[src/rtl/ram_sp_init.sv]
// Single-port synchronous RAM with AND-masked data, 1- or 2-cycle read latency
// and a hardware clear sweep that initialises every location after reset or CLR.
module ram_sp_init #(
  parameter int            AW       = 4,
  parameter int            DW       = 4,
  parameter logic [DW-1:0] MASK     = {DW{1'b1}},
  parameter logic [DW-1:0] INIT_VAL = '0,
  parameter int            RD_LAT   = 1
) (
  input  logic          CLK,
  input  logic          RSTN,
  input  logic [AW-1:0] A,
  input  logic [DW-1:0] D,
  input  logic          EN,
  input  logic          WR,
  input  logic          CLR,
  output logic [DW-1:0] Q,
  output logic          QV,
  output logic          BUSY
);

  localparam int DEPTH = 1 << AW;

  typedef enum logic {INIT, READY} state_t;

  state_t        state_q, state_d;
  logic [AW-1:0] cnt_q, cnt_d;
  logic [DW-1:0] mem [DEPTH];

  logic          memWe;
  logic [AW-1:0] memAddr;
  logic [DW-1:0] memData;
  logic          rdReq;

  logic          rd1Valid_q;
  logic [DW-1:0] rd1Data_q;

  // The sweep owns the write port while INIT; CLR always beats a same-cycle access.
  always_comb begin
    state_d = state_q;
    cnt_d   = cnt_q;
    memWe   = 1'b0;
    memAddr = A;
    memData = D & MASK;
    rdReq   = 1'b0;
    case (state_q)
      INIT: begin
        memWe   = 1'b1;
        memAddr = cnt_q;
        memData = INIT_VAL & MASK;
        if (CLR) begin
          cnt_d = '0;
        end else begin
          cnt_d = cnt_q + 1'b1;
          if (&cnt_q) state_d = READY;
        end
      end
      READY: begin
        if (CLR) begin
          state_d = INIT;
          cnt_d   = '0;
        end else if (EN) begin
          if (WR) memWe = 1'b1;
          else    rdReq = 1'b1;
        end
      end
      default: begin
        state_d = INIT;
        cnt_d   = '0;
      end
    endcase
  end

  always_ff @(posedge CLK or negedge RSTN) begin
    if (!RSTN) begin
      state_q <= INIT;
      cnt_q   <= '0;
    end else begin
      state_q <= state_d;
      cnt_q   <= cnt_d;
    end
  end

  assign BUSY = (state_q == INIT);

  always_ff @(posedge CLK) begin
    if (memWe) mem[memAddr] <= memData;
  end

  // Data registers only load on a valid read so Q holds while QV is low.
  always_ff @(posedge CLK or negedge RSTN) begin
    if (!RSTN) begin
      rd1Valid_q <= 1'b0;
      rd1Data_q  <= '0;
    end else begin
      rd1Valid_q <= rdReq;
      if (rdReq) rd1Data_q <= mem[A] & MASK;
    end
  end

  if (RD_LAT == 1) begin : g_lat1
    assign Q  = rd1Data_q;
    assign QV = rd1Valid_q;
  end else if (RD_LAT == 2) begin : g_lat2
    logic          rd2Valid_q;
    logic [DW-1:0] rd2Data_q;

    always_ff @(posedge CLK or negedge RSTN) begin
      if (!RSTN) begin
        rd2Valid_q <= 1'b0;
        rd2Data_q  <= '0;
      end else begin
        rd2Valid_q <= rd1Valid_q;
        if (rd1Valid_q) rd2Data_q <= rd1Data_q;
      end
    end

    assign Q  = rd2Data_q;
    assign QV = rd2Valid_q;
  end else begin : g_bad_lat
    $error("ram_sp_init: RD_LAT must be 1 or 2");
  end

endmodule

[config.mk]
export PLATFORM = sky130hd
export DESIGN_NAME = ram_sp_init
export DESIGN_NICKNAME = d
export VERILOG_FILES = /design/src/rtl/ram_sp_init.sv
export SDC_FILE = /design/constraint.sdc
export NUM_CORES = 1
export LEC_CHECK = 0
export ABC_AREA = 1
export CORE_ASPECT_RATIO = 2
export CORE_UTILIZATION = 30
export CTS_CLUSTER_DIAMETER = 40
export DETAILED_ROUTE_END_ITERATION = 10
export HOLD_SLACK_MARGIN = 0.15
export PLACE_DENSITY = 0.54
export SLEW_MARGIN = 25
export SYNTH_ARGS = -nofsm -noshare
export SYNTH_HDL_FRONTEND = slang
export SYNTH_SLANG_ARGS = --single-unit
[constraint.sdc]
create_clock -name CLK -period 4.2 [get_ports CLK]
set_input_delay 0.84 -clock CLK [delete_from_list [all_inputs] [get_ports CLK]]
set_output_delay 0.84 -clock CLK [all_outputs]
set_load 0.01 [all_outputs]
Word-level counts from Yosys, hierarchy flattened:

Memory sizes are Yosys's and may differ from the RTL's. A register that Yosys moved wholly into a read port is not among the register bits.
Cells that the tools add are included.

* $add $sub $neg: 1
* multiply operators: 0
* divide/modulo/power cells: 0
* $lt $le $gt $ge: 0
* equal/unequal tests: 1
* shift-type cells: 0
* multiplexer cells: 19
* bitwise operators: 1
* reductions and logical operators: 2

Operators by type and width (count)
* two-way mux 4 bit: 4
* two-way mux 1 bit: 12
* case mux 4 bit (2 select lines): 1
* adder 4 x 1 -> 4 bit, second input constant: 1
* case mux 1 bit (2 select lines): 2
* AND reduction 4 bit: 1
* != test 2 bit, second input constant: 1
* logical NOT 1 bit: 1
* inverter 1 bit: 1

* flip-flop bits (word level): 6
* latch bits: 0
* RAM bits: 64
* memory bits (read-only): 0
* input port bits: 13
* memories: 1

Memories
* mem: words 16, bits a word 4, rd ports 1, clocked after Yosys merged registers in 1, wr ports 1, RTL line 28 `logic [DW-1:0] mem [DEPTH];`

Longest topological paths before layout:

* word-level depth: 6
* depth in mapped cells: 11

Worst setup path after synthesis:

OpenSTA, ideal clock, no wires.

* kind: input -> register
* start: in A[1]
* end: mem mem[10][0], enable pin
* library setup time: 0.329 ns
* arrival: 1.649 ns
* slack: 2.222 ns
* stages: 8
* buffers on the path: 2
* cell sequence: buf_4 > inv_4 > buf_6 > nand2_1 > o21ai_2 > inv_1 > nand2_1 > nor2_1

* cells in the longest elaborated chain, start to end: 1

RTL lines
* start, declared: RTL line 12 `input logic [AW-1:0] A,`
* two-way mux 4 bit: RTL line 46 `case (state_q)`
* end, declared: RTL line 28

Every way passes these cells.

Worst setup path after layout:

* start: in A[1]
* end: mem mem[10][3], enable pin

Same word-level chain as after synthesis.

==> results.py <==
metrics = {
    "logic_synthesis": {
        "synth_common_cells": "103 x nand2_1, 64 x edfxtp_1, 53 x nand3_1, 19 x nor2_1, 15 x inv_1",
        "syn_nets": 317,
        "synth_area_leader_cell": "edfxtp_1",
        "synth-edff-count": 64,
        "syn_avg_cell_area_um2": 10.7,
        "synth_area_mm2": 0.00325,
        "synth_top_area_frac": 0.591,
        "ys_ff_latch": 74,
        "synth.most_common_cell": "nand2_1",
        "yosysSeqAreaShare": 0.668,
        "yosysWarnings": 0,
        "synthTopCellsByArea": "edfxtp_1 59%, nand2_1 12%, nand3_1 8.2%, dfrtp_1 7.7%, buf_6 2.4%",
        "async_flop_share": 0.135,
        "synthCells": 303,
        "synth-main-ff-cell": "edfxtp_1",
        "synth.distinct_cells": 26,
    },
    "die": {
        "core_area_mm2": 0.0105,
        "start_util": 0.308,
        "die_area_mm2": 0.0113,
        "fp-row-count": 53,
        "die_y_um": 149,
        "ios": 19,
        "die_w_um": 75.6,
    },
    "critical_path": {
        "reg2reg_depth": 4,
        "critical_path.cell_chain": "clkdlybuf4s50_1 > inv_4 > nand2_1 > o21ai_2 > inv_1 > nand2_1 > nor2_1",
        "critPathMaxFanout": 17,
        "cp_slowest_cell": "clkdlybuf4s50_1",
        "cp_num_buf_inv": 3,
        "cp.arrival_ns": 2.69,
        "r2r_setup_slack_ns": 2.15,
        "rr_endpoint": "mem[8][2]",
        "cp_top_family": "buffers and inverters",
        "cp_common_cell": "nand2_1",
        "worst_setup_path_start_kind": "primary input",
        "crit_path_end_kind": "flip-flop",
        "rr_startpoint": "state_q",
        "slowest_delay_ns": 0.89,
        "worstPathRequired_ns": 4.20,
        "worst-setup-path-type": "primary input to flip-flop",
    },
    "sta": {
        "final_max_slew_viol_count": 0,
        "period_share": 0.641,
        "hold_slack_ns": 0.483,
        "rsz0062_at_grt": "no",
        "fin_ws_ns": 1.51,
        "skew_ns": 0.00789,
        "fmax_ghz": 0.371,
        "slew_headroom": 0.561,
        "fin_crit_ns": 2.69,
        "setup_viol": 0,
        "tightest_slew_ns": 0.657,
        "setup_tns_ns": 0,
        "final_hold_viol_count": 0,
    },
    "power_and_ir_drop": {
        "power.leakage_nw": 1.49,
        "powerDensity_mw_per_mm2": 450,
        "peakVddDrop_mv": 0.294,
    },
    "clock_tree": {
        "clock_sinks": 74,
        "clk_pin_slew_ns": 0.05,
        "clock_path_buffers": 2,
        "cts_tree": "done",
        "ctsResizeCount": 0,
        "cts_buffers": 9,
        "cts-root-buf": "clkbuf_16",
        "clock_latency_ns": 0.33,
        "ctsHtreeMaxLevel": 3,
        "hold_buffers": 0,
        "cts_setup_buffers": 0,
    },
    "place": {
        "place_congestion": 0.874,
        "dp_hpwl_um": 5750,
        "pre_cts_slack_ns": 1.19,
        "placed_area_mm2": 0.00349,
        "port_buffers": 18,
    },
    "layout": {
        "postLayoutCellArea_mm2": 0.00380,
        "seqCellArea_mm2": 0.00217,
        "fin_nets": 335,
        "nFillCells": 1038,
        "multiInputGateArea_um2": 873,
        "drive_above_1_share": 0.0920,
        "area_growth_pct": 16.9,
        "antenna_cells": 0,
    },
    "detailed_routing": {
        "ant_nets": 0,
        "vias": 2180,
        "wl_um": 7720,
        "drc_errors": 0,
        "dr.pass1.iters": 4,
        "drtIter0Drc": 86,
        "vias_per_cell": 4.71,
        "wire_per_inst_um": 16.7,
    },
    "grt": {
        "grt_usage": 0.153,
        "grt_pass1_wl_um": 11700,
        "first_global_vias": 2231,
        "antenna_found_initial": 0,
        "grt-ovfl-total": 0,
        "grt_max_degree": 33,
    },
    "hold_path": {
        "hold_end": "Q[3]",
        "hold_depth": 2,
        "holdCritStartpoint": "Q[3]",
        "hold_class": "flip-flop to flip-flop",
    },
    "flow_run": {
        "max-cap-violations": 0,
    },
    "outcome": {
        "status": "finished clean",
    },
}
[registers in the layout, summed over array words and instances (netlist names)]
signal and cells:
mem 64, Q 4, cnt_q 4, QV 1, state_q 1
[worst min-delay path, cell delays in order, from the launching register on]
cell and delay [ns]:
dfrtp_1 0.34, nand2_1 0.05, nand2_1 0.06
[layout by cell type, fill, tap and decap left out, types with 2 or more instances in the layout]
master	instances
nand2_1	103
edfxtp_1	64
nand3_1	53
nor2_1	19
clkdlybuf4s50_1	18
inv_1	15
dfrtp_1	10
clkbuf_16	9
nand2_2	6
inv_2	3
o21ai_0	3
a21oi_1	2
nor3_1	2
bufinv_16	2
clkinv_2	2
[power breakdown]
group,total [mW],switching [mW],internal [mW]
combinational,0.115,0.0758,0.0391
clock,0.777,0.262,0.515
sequential,0.819,0.00794,0.811
[worst max path at each step]
stage               from          to  cells past startpoint
floorplan           A[1]  mem[10][0]                      8
global placement    A[1]  mem[10][1]                      7
detailed placement  A[1]  mem[10][0]                      7
CTS                 A[1]  mem[10][3]                      7
global route        A[1]  mem[14][3]                      7
finish              A[1]  mem[10][3]                      7
[kinds of logic after synthesis]
| logic type | count (synthesis) | share of synthesized area |
|---|---|---|
| DFF | 74 | 0.668 |
| adders and majority gates | 1 | 0.00385 |
| and+or+nand+nor | 186 | 0.246 |
| AOI/OAI and AO/OA | 10 | 0.0189 |
| buffers and inverters | 32 | 0.0628 |
[metal layers]
| layer | track usage | vias up | share of wire |
|---|---|---|---|
| li1 | - | 1060 | - |
| met1 | 0.136 | 1045 | 0.33 |
| met2 | 0.298 | 57 | 0.60 |
| met3 | 0.0209 | 18 | 0.026 |
| met4 | 0.0991 | 0 | 0.044 |
| met5 | 0 | - | 0 |
[metrics by stage]
stage,util,total power [mW],cells
floorplan,-,0.908,303
global placement,0.331,0.946,447
detailed placement,0.331,0.947,447
CTS,0.360,1.72,463
global route,0.360,1.76,463
finish,0.360,1.71,463
[layout make-up]
type / count / area share
repair buffers: 19 / 0.0494
inverters: 20 / 0.0224
multi-input cells: 197 / 0.230
well taps: 137 / 0.0451
flip-flops and latches: 74 / 0.572
clock buffers: 10 / 0.0603
clock inverters: 6 / 0.0214
Power figures use the tool's default switching activity.
